**config.mk**
```make
export PLATFORM = sky130hd
export DESIGN_NAME = video_timing_clamp
export DESIGN_NICKNAME = d
export VERILOG_FILES = /design/src/rtl/video_timing_pkg.sv /design/src/rtl/video_timing_clamp_luma_clamp.sv /design/src/rtl/video_timing_clamp.sv
export SDC_FILE = /design/constraint.sdc
export NUM_CORES = 1
export LEC_CHECK = 0
export BUFFER_PORTS_ARGS = -buffer_cell sky130_fd_sc_hd__buf_2
export CAP_MARGIN = 40
export CELL_PAD_IN_SITES_DETAIL_PLACEMENT = 2
export CELL_PAD_IN_SITES_GLOBAL_PLACEMENT = 2
export CORE_MARGIN = 2
export CORE_UTILIZATION = 34
export CTS_CLUSTER_DIAMETER = 40
export CTS_CLUSTER_SIZE = 40
export DETAILED_ROUTE_END_ITERATION = 10
export GPL_TIMING_DRIVEN = 0
export PLACE_DENSITY = 0.84
export SYNTH_ARGS = -nofsm -noshare
export SYNTH_HDL_FRONTEND = slang
export SYNTH_SLANG_ARGS = --single-unit
```
**constraint.sdc**
```tcl
create_clock -name clk -period 2.5 [get_ports clk]
set_input_delay 0.125 -clock clk [delete_from_list [all_inputs] [get_ports clk]]
set_output_delay 0.125 -clock clk [all_outputs]
set_load 0.02 [all_outputs]
```
**src/rtl/video_timing_pkg.sv**
```systemverilog
// Shared widths, PAL default timing and a small window helper for the
// video timing / black-clamp stage that sits between the sync detector and
// the line buffer.
package video_timing_pkg;

   // Datapath and counter widths.
   localparam int unsigned PIX_W = 6;
   localparam int unsigned X_W   = 11;
   localparam int unsigned Y_W   = 9;

   // PAL timing defaults at a 24 MHz sample clock.
   localparam int unsigned PAL_H_START   = 160;
   localparam int unsigned PAL_H_ACTIVE  = 1248;
   localparam int unsigned PAL_V_START   = 23;
   localparam int unsigned PAL_V_ACTIVE  = 288;
   localparam int unsigned PAL_HALFLINE  = 768;
   localparam int unsigned PAL_LINES_MIN = 310;
   localparam int unsigned PAL_LINES_MAX = 315;

   // Counter saturation points.
   localparam logic [X_W-1:0] X_MAX = '1;
   localparam logic [Y_W-1:0] Y_MAX = '1;

   // True when start <= v < start + len.
   function automatic logic in_window(input int unsigned v,
                                      input int unsigned start,
                                      input int unsigned len);
      return (v >= start) && (v < start + len);
   endfunction

endpackage

```
**src/rtl/video_timing_clamp_luma_clamp.sv**
```systemverilog
// luma_clamp: registered black-level clamp with saturating gain.
//   clk, reset, ce  - sample clock, sync active-high reset, sample enable
//   cvbs            - raw composite sample
//   blacklevel      - measured black level subtracted from cvbs
//   blank           - forces the output to zero (porch / sync tip)
//   luma            - max(cvbs - blacklevel, 0) << GAIN_SHL, saturated to
//                     the pixel range, one ce after the inputs
module luma_clamp
   import video_timing_pkg::*;
#(
   parameter int unsigned GAIN_SHL = 1
) (
   input  logic             clk,
   input  logic             reset,
   input  logic             ce,
   input  logic [PIX_W-1:0] cvbs,
   input  logic [PIX_W-1:0] blacklevel,
   input  logic             blank,
   output logic [PIX_W-1:0] luma
);

   localparam int unsigned WIDE_W = PIX_W + 1 + GAIN_SHL;

   logic [PIX_W-1:0] luma_q;
   logic [PIX_W-1:0] luma_d;

   // Signed difference so "below black" is a plain sign test; the shift is
   // done in a widened word and anything above the pixel range saturates.
   function automatic logic [PIX_W-1:0] clamp_gain(input logic [PIX_W-1:0] s,
                                                   input logic [PIX_W-1:0] b);
      logic signed [PIX_W+1:0] diff;
      logic        [WIDE_W-1:0] wide;
      diff = $signed({2'b00, s}) - $signed({2'b00, b});
      wide = '0;
      if (diff > $signed({(PIX_W+2){1'b0}})) begin
         wide = {{(GAIN_SHL+1){1'b0}}, diff[PIX_W-1:0]} << GAIN_SHL;
      end
      if (|wide[WIDE_W-1:PIX_W]) begin
         return '1;
      end
      return wide[PIX_W-1:0];
   endfunction

   always_comb begin
      luma_d = blank ? '0 : clamp_gain(cvbs, blacklevel);
   end

   always_ff @(posedge clk) begin
      if (reset) begin
         luma_q <= '0;
      end else if (ce) begin
         luma_q <= luma_d;
      end
   end

   assign luma = luma_q;

endmodule

```
**src/rtl/video_timing_clamp.sv**
```systemverilog
// video_timing_clamp: line/field timing recovery and black clamp.
// Takes the sync detector outputs plus the raw composite stream and feeds
// the line buffer / scan converter.
//   clk, reset, ce  - sample clock, sync active-high reset, sample enable
//   cvbs            - raw composite sample
//   hsync, vsync    - active-low syncs (vsync toggles during equalising)
//   porch           - high during back porch (luma blanked)
//   blacklevel      - measured black level
//   luma            - clamped, gained sample
//   de              - active-video enable, aligned with luma
//   x, y            - pixel and line counters, aligned with luma
//   field           - 0 first field, 1 second field
//   locked          - two consecutive fields of plausible length seen
//   line_timeout    - one-ce pulse when the pixel counter saturates
module video_timing_clamp
   import video_timing_pkg::*;
#(
   parameter int unsigned CLK       = 24000000,  // documentation only
   parameter int unsigned H_START   = PAL_H_START,
   parameter int unsigned H_ACTIVE  = PAL_H_ACTIVE,
   parameter int unsigned V_START   = PAL_V_START,
   parameter int unsigned V_ACTIVE  = PAL_V_ACTIVE,
   parameter int unsigned HALFLINE  = PAL_HALFLINE,
   parameter int unsigned VS_HOLD   = 8,
   parameter int unsigned LINES_MIN = PAL_LINES_MIN,
   parameter int unsigned LINES_MAX = PAL_LINES_MAX,
   parameter int unsigned GAIN_SHL  = 1
) (
   input  logic             clk,
   input  logic             reset,
   input  logic             ce,
   input  logic [PIX_W-1:0] cvbs,
   input  logic             hsync,
   input  logic             vsync,
   input  logic             porch,
   input  logic [PIX_W-1:0] blacklevel,
   output logic [PIX_W-1:0] luma,
   output logic             de,
   output logic [X_W-1:0]   x,
   output logic [Y_W-1:0]   y,
   output logic             field,
   output logic             locked,
   output logic             line_timeout
);

   localparam int unsigned    HOLD_W   = $clog2(VS_HOLD + 1);
   localparam logic [X_W-1:0] HALF_X   = X_W'(HALFLINE);
   localparam logic [X_W-1:0] X_PRESAT = X_MAX - 1'b1;
   localparam logic [Y_W-1:0] LMIN_Y   = Y_W'(LINES_MIN);
   localparam logic [Y_W-1:0] LMAX_Y   = Y_W'(LINES_MAX);

   // Reject parameter sets the counters cannot represent.
   if (CLK == 0 || VS_HOLD == 0 || LINES_MIN > LINES_MAX ||
       LINES_MAX > 32'(Y_MAX) || H_START + H_ACTIVE > 32'(X_MAX)) begin : g_param_check
      $error("video_timing_clamp: invalid timing parameters");
   end

   logic              prev_h_q, prev_v_q;
   logic [X_W-1:0]    x_cnt_q, x_cnt_d;
   logic [Y_W-1:0]    y_cnt_q, y_cnt_d;
   logic [HOLD_W-1:0] hold_q, hold_d;
   logic              field_int_q, field_int_d;
   logic [Y_W-1:0]    lines_last_q, lines_last_d;
   logic [1:0]        good_q, good_d;
   logic              timeout_q, timeout_d;
   logic [X_W-1:0]    x_out_q;
   logic [Y_W-1:0]    y_out_q;
   logic              field_out_q;
   logic              de_q, de_d;

   logic hfall, vfall, field_start, good_field, locked_int;

   assign locked_int = (good_q == 2'd2);

   always_comb begin
      hfall       = prev_h_q & ~hsync;
      vfall       = prev_v_q & ~vsync;
      // vsync edges inside the hold window are equalising/serration pulses.
      field_start = vfall && (hold_q == '0);

      x_cnt_d      = x_cnt_q;
      y_cnt_d      = y_cnt_q;
      hold_d       = hold_q;
      field_int_d  = field_int_q;
      lines_last_d = lines_last_q;
      good_d       = good_q;
      timeout_d    = 1'b0;

      if (hfall) begin
         x_cnt_d = '0;
      end else if (x_cnt_q != X_MAX) begin
         x_cnt_d = x_cnt_q + 1'b1;
      end
      // Pulse only on the step into saturation, not while parked there.
      timeout_d = !hfall && (x_cnt_q == X_PRESAT);

      // A field start beats the line increment in the same ce.
      if (field_start) begin
         y_cnt_d = '0;
      end else if (hfall && (y_cnt_q != Y_MAX)) begin
         y_cnt_d = y_cnt_q + 1'b1;
      end

      if (field_start) begin
         hold_d = HOLD_W'(VS_HOLD);
      end else if (hfall && (hold_q != '0)) begin
         hold_d = hold_q - 1'b1;
      end

      if (field_start) begin
         // vsync falling in the second half of a line marks the odd field.
         field_int_d  = (x_cnt_q >= HALF_X);
         lines_last_d = y_cnt_q;
      end

      // Judge the field that just ended by the count being latched now.
      good_field = (lines_last_d >= LMIN_Y) && (lines_last_d <= LMAX_Y);
      if (timeout_d) begin
         good_d = 2'd0;
      end else if (field_start) begin
         if (!good_field) begin
            good_d = 2'd0;
         end else if (good_q != 2'd2) begin
            good_d = good_q + 2'd1;
         end
      end

      de_d = in_window(32'(x_cnt_q), H_START, H_ACTIVE) &
             in_window(32'(y_cnt_q), V_START, V_ACTIVE) &
             hsync & vsync & locked_int;
   end

   always_ff @(posedge clk) begin
      if (reset) begin
         prev_h_q     <= 1'b1;
         prev_v_q     <= 1'b1;
         x_cnt_q      <= '0;
         y_cnt_q      <= '0;
         hold_q       <= '0;
         field_int_q  <= 1'b0;
         lines_last_q <= '0;
         good_q       <= 2'd0;
         timeout_q    <= 1'b0;
         x_out_q      <= '0;
         y_out_q      <= '0;
         field_out_q  <= 1'b0;
         de_q         <= 1'b0;
      end else if (ce) begin
         prev_h_q     <= hsync;
         prev_v_q     <= vsync;
         x_cnt_q      <= x_cnt_d;
         y_cnt_q      <= y_cnt_d;
         hold_q       <= hold_d;
         field_int_q  <= field_int_d;
         lines_last_q <= lines_last_d;
         good_q       <= good_d;
         timeout_q    <= timeout_d;
         // Output copies share the one-ce latency of the luma register.
         x_out_q      <= x_cnt_q;
         y_out_q      <= y_cnt_q;
         field_out_q  <= field_int_q;
         de_q         <= de_d;
      end
   end

   luma_clamp #(
      .GAIN_SHL (GAIN_SHL)
   ) u_luma_clamp (
      .clk        (clk),
      .reset      (reset),
      .ce         (ce),
      .cvbs       (cvbs),
      .blacklevel (blacklevel),
      .blank      (porch | ~hsync),
      .luma       (luma)
   );

   assign de           = de_q;
   assign x            = x_out_q;
   assign y            = y_out_q;
   assign field        = field_out_q;
   assign locked       = locked_int;
   assign line_timeout = timeout_q;

endmodule

```
; ---- Yosys cells after proc, flatten, opt, wreduce, memory -nomap -nowiden
; Cells that the tools add are included.
[op_classes]
bitwise = 9
magnitude_cmp = 8
eq_ne = 6
addsub = 5
n_reduce_logical = 20
n_mux = 16
[op_table]
columns = cell, count
row1 = two-way mux 9 bit, 3
row2 = two-way mux 11 bit, 2
row3 = two-way mux 6 bit, 3
row4 = adder 11 x 1 -> 11 bit (second input constant), 1
row5 = equality test 11 bit (second input constant), 1
row6 = greater-or-equal comparator 11 x 10 -> 1 bit (second input constant), 1
row7 = greater-or-equal comparator 11 x 8 -> 1 bit (second input constant), 1
row8 = less-than comparator 11 bit (second input constant), 1
row9 = inequality test 11 bit (second input constant), 1
row10 = adder 9 x 1 -> 9 bit (second input constant), 1
row11 = greater-or-equal comparator 9 x 5 -> 1 bit (second input constant), 1
row12 = greater-or-equal comparator 9 bit (second input constant), 1
row13 = less-or-equal comparator 9 bit (second input constant), 1
row14 = less-than comparator 9 bit (second input constant), 1
row15 = inequality test 9 bit (second input constant), 1
row16 = > comparator 8 x 1 -> 1 bit (second input constant), 1
row17 = two-way mux 2 bit, 4
row18 = two-way mux 4 bit, 2
row19 = AND reduction 2 bit, 4
row20 = nonzero test 2 bit, 4
row21 = logical AND 1 bit, 7
row22 = two-way mux 7 bit, 1
row23 = subtractor 6 x 6 -> 7 bit, 1
row24 = bitwise AND 1 bit, 6
row25 = other kinds (13), 14
[word_totals]
elab_cells = 78
inputBits = 18
out_inout_bits = 30
register_bits = 67

; ---- Logic depth before layout (Yosys ltp)
[logic_depth]
word_depth = 9
ltp_mapped = 10
depth_no_buf = 9

; ---- Modules after synthesis
; Synthesis repeated with hierarchy kept, for this count alone.
[unflattened]
cells_unflattened = 339
area_unflattened_um2 = 3036.7
[modules_own_cells]
columns = mod, seq_area_each_um2, n_inst, area_per_inst_um2, cells_each
row1 = video_timing_clamp, 1041.0, 1, 2483.6, 275
row2 = luma_clamp, 120.1, 1, 553.0, 64

; ---- Least setup slack after synthesis
; No wires, ideal clock.
[synth_timing]
path_type = register -> register
start = reg y_cnt_q[0]
end = reg y_cnt_q[2]
path_stages_with_launch = 11
slack_ns = 0.330
setup_ns = 0.059
synth_period_minus_slack_ns = 2.170
required_ns = 2.441
arrival_time_ns = 2.111
path_buffers = 1
path_cell_list = dfxtp_1 > ha_1 > nand3_1 > nor2_1 > and3_1 > ha_1 > and4bb_2 > a31oi_1 > buf_2 > or4b_1 > nand2_1
[synth_via]
elab_chain_cells = 4
word_cells_on_any_way = 7
cone_classes = 1 x add/sub / 1 x eq/ne / 2 x mux / 3 x reduce/logical
[synth_lines]
columns = item, line_no
row1 = start: declaration, video_timing_clamp.sv:60  ; logic [Y_W-1:0] y_cnt_q, y_cnt_d;
row2 = start signal: assignment, video_timing_clamp.sv:152  ; y_cnt_q <= y_cnt_d;
row3 = branches (longest 4 deep; another with adder 9 x 1 -> 9 bit), --
; Parallel ways; which one is timed is not known. The select of a mux whose other input is x is not followed.
; A chain may end at the register's enable or synchronous reset.

; ---- Final worst setup path
[layout_timing]
start = reg y_cnt_q[0]
end = reg y_cnt_q[7]
; The elaborated chain is that of the path after synthesis.

==> impl_table.tex <==
\begin{tabular}{lr}
\hline
Metric & Value \\
\hline
\multicolumn{2}{l}{\textbf{Floorplanning}} \\
\quad Chip width & 99.3 um \\
\quad Area of the core & 8760 sq um \\
\quad Starting utilization of the core area & 35.2\% \\
\quad I/O pin count & 48 \\
\quad Die Area & slightly below 10,000 sq um \\
\quad Y dimension of the die & 99.3 um \\
\quad Num rows & 34 \\
\multicolumn{2}{l}{\textbf{Logic synthesis}} \\
\quad Part of the Yosys area used for sequential elements & 37.6\% \\
\quad Post-Syn Instances & 348 \\
\quad Number of distinct standard cells referenced by the synthesized netlist & 71 \\
\quad Synthesized area & 3090 sq um \\
\quad Compound-gate portion of the synthesized area & 17.5\% \\
\quad Fraction of synthesized cell area in xor and xnor cells & 1.13\% \\
\quad Post-synth net total & 380 \\
\quad Adder-cell area share of the yosys netlist & roughly 5.9\% \\
\quad Async set-or-reset flop fraction in the synthesized netlist & 0\% \\
\quad Most used flip-flop cell after synthesis & sky130\_fd\_sc\_hd\_\_dfxtp\_1 \\
\quad Mux contribution to synthesized area & around 9.9\% \\
\quad Number of enable-type register cells in the synthesized netlist & 0 \\
\quad Post-synthesis average cell area & 8.87 sq um \\
\quad Post-Synth Simple-Gate Area & a little over a fifth \\
\quad FF+latch count, synth & 58 \\
\quad Dominant combinational cell family by area after synthesis & simple AND/OR/NAND/NOR gates \\
\quad Warnings, synthesis & 0 \\
\multicolumn{2}{l}{\textbf{Route}} \\
\quad Length of the first detailed-routing pass in iterations & 4 \\
\quad Number of DRC violations after detailed routing & 0 \\
\quad Final Routed Wirelength & 10.1 mm \\
\quad Antenna-violating nets left & 0 \\
\quad Count of vias placed by the detailed router & 2,857 \\
\quad WL/cell & 19.5 um \\
\quad Mean number of vias per cell & 5.54 \\
\quad DR iter-0 viols & 67 \\
\multicolumn{2}{l}{\textbf{Placement}} \\
\quad Total of buffers placed on input and output ports & 47 \\
\quad Dpl hpwl & 7.05 mm \\
\quad Worst setup slack before clock tree synthesis & 0.0603 ns \\
\quad GP Congestion & 0.744 \\
\multicolumn{2}{l}{\textbf{Cells and area}} \\
\quad Commonest cells after routing, fill and taps aside & sky130\_fd\_sc\_hd\_\_dfxtp\_1, sky130\_fd\_sc\_hd\_\_buf\_2, sky130\_fd\_sc\_hd\_\_nor2\_1 \\
\quad N\_diodes & 0 \\
\quad Fraction of final layout cells sized beyond drive strength 1 & between 20\% and 30\% \\
\quad Share of the core filled with cells & roughly 42\% \\
\quad Commonest non-fill, non-tap cell in the layout & sky130\_fd\_sc\_hd\_\_dfxtp\_1 \\
\quad Final-stage net count & 435 \\
\quad Area Overhead vs Synth & 20.1\% \\
\multicolumn{2}{l}{\textbf{STA}} \\
\quad Final setup fails & 0 \\
\quad Final Hold Violating Endpoints & 0 \\
\quad Headroom to the max-slew limit & 49.4\% \\
\quad Worst setup margin & 0.105 ns \\
\quad Number of slew-limit violations in the final report & 0 \\
\quad Share of the cycle needed by the critical path after routing & 95.8\% \\
\quad Tightest hold margin & 0.0459 ns \\
\quad Minimum period implied by the final worst setup slack & around 2.4 ns \\
\quad Worst Skew & 0.00789 ns \\
\quad Transition time of the tightest slew-check pin & 0.740 ns \\
\quad Fmax & 418 MHz \\
\multicolumn{2}{l}{\textbf{Setup path}} \\
\quad Flop2flop setup slack & 0.11 ns \\
\quad Critical path data required time & 2.76 ns \\
\quad Setup Crit Path Kind & reg -> reg \\
\quad Crit path arrival time & 2.66 ns \\
\quad Maximum fanout along the worst path & 6 \\
\quad Number of cells traversed by the worst register-to-register path & 9 \\
\quad Worst setup EP type & flip-flop \\
\quad Type of element launching the critical path & flip-flop \\
\quad Crit Reg-Reg Endpoint & y\_cnt\_q[7] \\
\quad Critical R2R Launch & y\_cnt\_q[0] \\
\multicolumn{2}{l}{\textbf{Power and ir drop}} \\
\quad Maximum vdd ir drop & 0.000298 V \\
\quad Leakage & 0.00161 uW \\
\quad Total power per unit cell area & 620 nW/um\^{}2 \\
\multicolumn{2}{l}{\textbf{Clock network}} \\
\quad TritonCTS clock tree & done \\
\quad \# H-tree levels & 3 \\
\quad Hold buffer count at CTS & 0 \\
\quad Num Clock Sinks & 58 \\
\quad Reg clk slew, reported paths & 0.07 ns \\
\quad Clock buffers created by TritonCTS & 9 \\
\quad Clock latency on the worst-skew pair & 0.35 ns \\
\quad Clock tree root driver cell & sky130\_fd\_sc\_hd\_\_clkbuf\_8 \\
\quad Clock Path Buffers & 2 \\
\multicolumn{2}{l}{\textbf{Global route}} \\
\quad Global-route usage over all layers & roughly a fifth \\
\quad Met2 track utilization from global routing & a little under two fifths \\
\quad Antenna violations before repair & 0 \\
\quad Routing usage on met3 & about 4.0\% \\
\quad Pin count of the biggest net entering global routing & 11 \\
\quad First-pass GRT wire length & 16.3 mm \\
\quad Busiest layer in global routing & met2 \\
\quad GR Layer Usage met1 & 26.1\% \\
\quad Vias in the first global route & 3,049 \\
\quad Congestion Overflow GR & 0 \\
\multicolumn{2}{l}{\textbf{Worst hold path}} \\
\quad Worst min-delay path startpoint & vsync \\
\quad Number of cells traversed by the worst hold path & 3 \\
\quad Worst min-delay path class & in -> reg \\
\quad Hold EP & prev\_v\_q \\
\multicolumn{2}{l}{\textbf{Outcome}} \\
\quad Result of the run & complete, no violations \\
\multicolumn{2}{l}{\textbf{Run}} \\
\quad Maximum capacitance violations & 0 \\
\hline
\end{tabular}
==> worst max-delay path by stage <==
stage	to	slack [ns]	start
final	y_cnt_q[7]	0.11	y_cnt_q[0]
after global routing	y_cnt_q[7]	-0.01	y_cnt_q[0]
after CTS	y_cnt_q[7]	0.02	y_cnt_q[3]
after detailed placement	y_cnt_q[2]	0.06	y_cnt_q[0]
after global placement	y_cnt_q[2]	0.13	y_cnt_q[0]
after floorplan	y_cnt_q[2]	0.33	y_cnt_q[0]
==> registers in the layout, indices dropped and copies added, names as in the netlist <==
signal,cells
x,11
line_timeout,1
hold_q,4
good_q,2
prev_h_q,1
y,9
field,1
y_cnt_q,9
de,1
x_cnt_q,11
u_luma_clamp.luma,6
field_int_q,1
prev_v_q,1
==> layout make-up <==
cell class | instances | area, sq um
Sequential cell | 58 | 1160
Timing Repair Buffer | 47 | 235
Fill cell | 986 | 5050
Buffer | 19 | 114
Clock buffer | 12 | 165
Multi-Input combinational cell | 249 | 1750
Inverter | 19 | 71.3
Tap cell | 108 | 135
Clock inverter | 4 | 72.6
==> cell usage after synthesis (2+ instances only) <==
cell | n | area share, %
sky130_fd_sc_hd__a21oi_1 | 15 | 2.4
sky130_fd_sc_hd__buf_2 | 5 | 0.81
sky130_fd_sc_hd__o32ai_1 | 2 | 0.57
sky130_fd_sc_hd__nand2_1 | 22 | 2.7
sky130_fd_sc_hd__inv_1 | 18 | 2.2
sky130_fd_sc_hd__nand3_1 | 15 | 2.4
sky130_fd_sc_hd__or3_1 | 7 | 1.4
sky130_fd_sc_hd__o31ai_1 | 3 | 0.73
sky130_fd_sc_hd__o21a_1 | 2 | 0.49
sky130_fd_sc_hd__buf_6 | 2 | 0.73
sky130_fd_sc_hd__a22oi_1 | 3 | 0.73
sky130_fd_sc_hd__ha_1 | 13 | 5.3
sky130_fd_sc_hd__or3b_2 | 2 | 0.57
sky130_fd_sc_hd__dfxtp_1 | 58 | 38
sky130_fd_sc_hd__a31oi_1 | 3 | 0.61
sky130_fd_sc_hd__a21boi_0 | 6 | 1.5
sky130_fd_sc_hd__nor3_1 | 8 | 1.3
sky130_fd_sc_hd__a21o_1 | 4 | 0.97
sky130_fd_sc_hd__nor2_1 | 35 | 4.3
sky130_fd_sc_hd__or2_2 | 4 | 0.81
sky130_fd_sc_hd__clkbuf_1 | 11 | 1.3
sky130_fd_sc_hd__mux2i_1 | 29 | 9.4
sky130_fd_sc_hd__nand2b_1 | 2 | 0.41
sky130_fd_sc_hd__and3_1 | 4 | 0.81
sky130_fd_sc_hd__a211o_1 | 2 | 0.57
sky130_fd_sc_hd__o21ai_0 | 10 | 1.6
sky130_fd_sc_hd__nand3b_1 | 2 | 0.49
sky130_fd_sc_hd__xor2_1 | 3 | 0.85
sky130_fd_sc_hd__nor2b_1 | 6 | 1.2
sky130_fd_sc_hd__a311oi_1 | 3 | 0.85
sky130_fd_sc_hd__a2111oi_0 | 2 | 0.57
sky130_fd_sc_hd__or4_1 | 2 | 0.49
sky130_fd_sc_hd__a211oi_1 | 5 | 1.2
sky130_fd_sc_hd__o21ai_1 | 2 | 0.32
sky130_fd_sc_hd__a221oi_1 | 2 | 0.57
==> cell families (layout without fill, tap and decap cells) <==
logic type | Yosys count | in the layout
AOI/OAI and AO/OA | 76 | 76
buffers and inverters | 41 | 101
DFF | 58 | 58
and+or+nand+nor | 125 | 125
adders and majority gates | 14 | 14
muxes | 30 | 30
xor gates and xnor gates | 4 | 4
==> metrics by stage <==
step,setup TNS (ns),cells,power (uW),cell area [sq um]
5_1_grt,-0.00971,516,2400,3710
6_report,0,516,2300,3710
2_1_floorplan,0,348,1170,3090
4_1_cts,0,519,2320,3710
3_3_place_gp,0,503,1240,3460
3_5_place_dp,0,503,1260,3460
==> report_power, final <==
group | switching, uW | leakage (uW) | internal (uW)
Sequential | 18.7 | 0.000470 | 941
Combinational | 175 | 0.00102 | 114
Clock | 409 | 0.000119 | 641
Total | 603 | 0.00161 | 1700
==> per-layer routing <==
metal	wire, um	part of all wire [%]	up-vias
met2	5150	51	43
met4	177	1.8	0
li1	-	-	1362
met1	4420	44	1432
met5	0	0	-
met3	305	3.0	20
==> worst max-delay path, stage by stage, from the launching register on <==
cell	delay, ns
sky130_fd_sc_hd__dfxtp_2	0.36
sky130_fd_sc_hd__ha_2	0.22
sky130_fd_sc_hd__nand3_2	0.12
sky130_fd_sc_hd__nor2_2	0.06
sky130_fd_sc_hd__and3_1	0.18
sky130_fd_sc_hd__ha_1	0.20
sky130_fd_sc_hd__and4bb_2	0.36
sky130_fd_sc_hd__a31oi_2	0.07
sky130_fd_sc_hd__or4_1	0.54
sky130_fd_sc_hd__a21boi_0	0.20
==> what timing repair did <==
item / 4_1_cts / 5_1_grt
setup buffers: 0 / 0
cloned: 0 / 0
setup endpoints to repair: 7 / 9
resized for setup: 5 / 4
(Power assumes the default switching activity.)
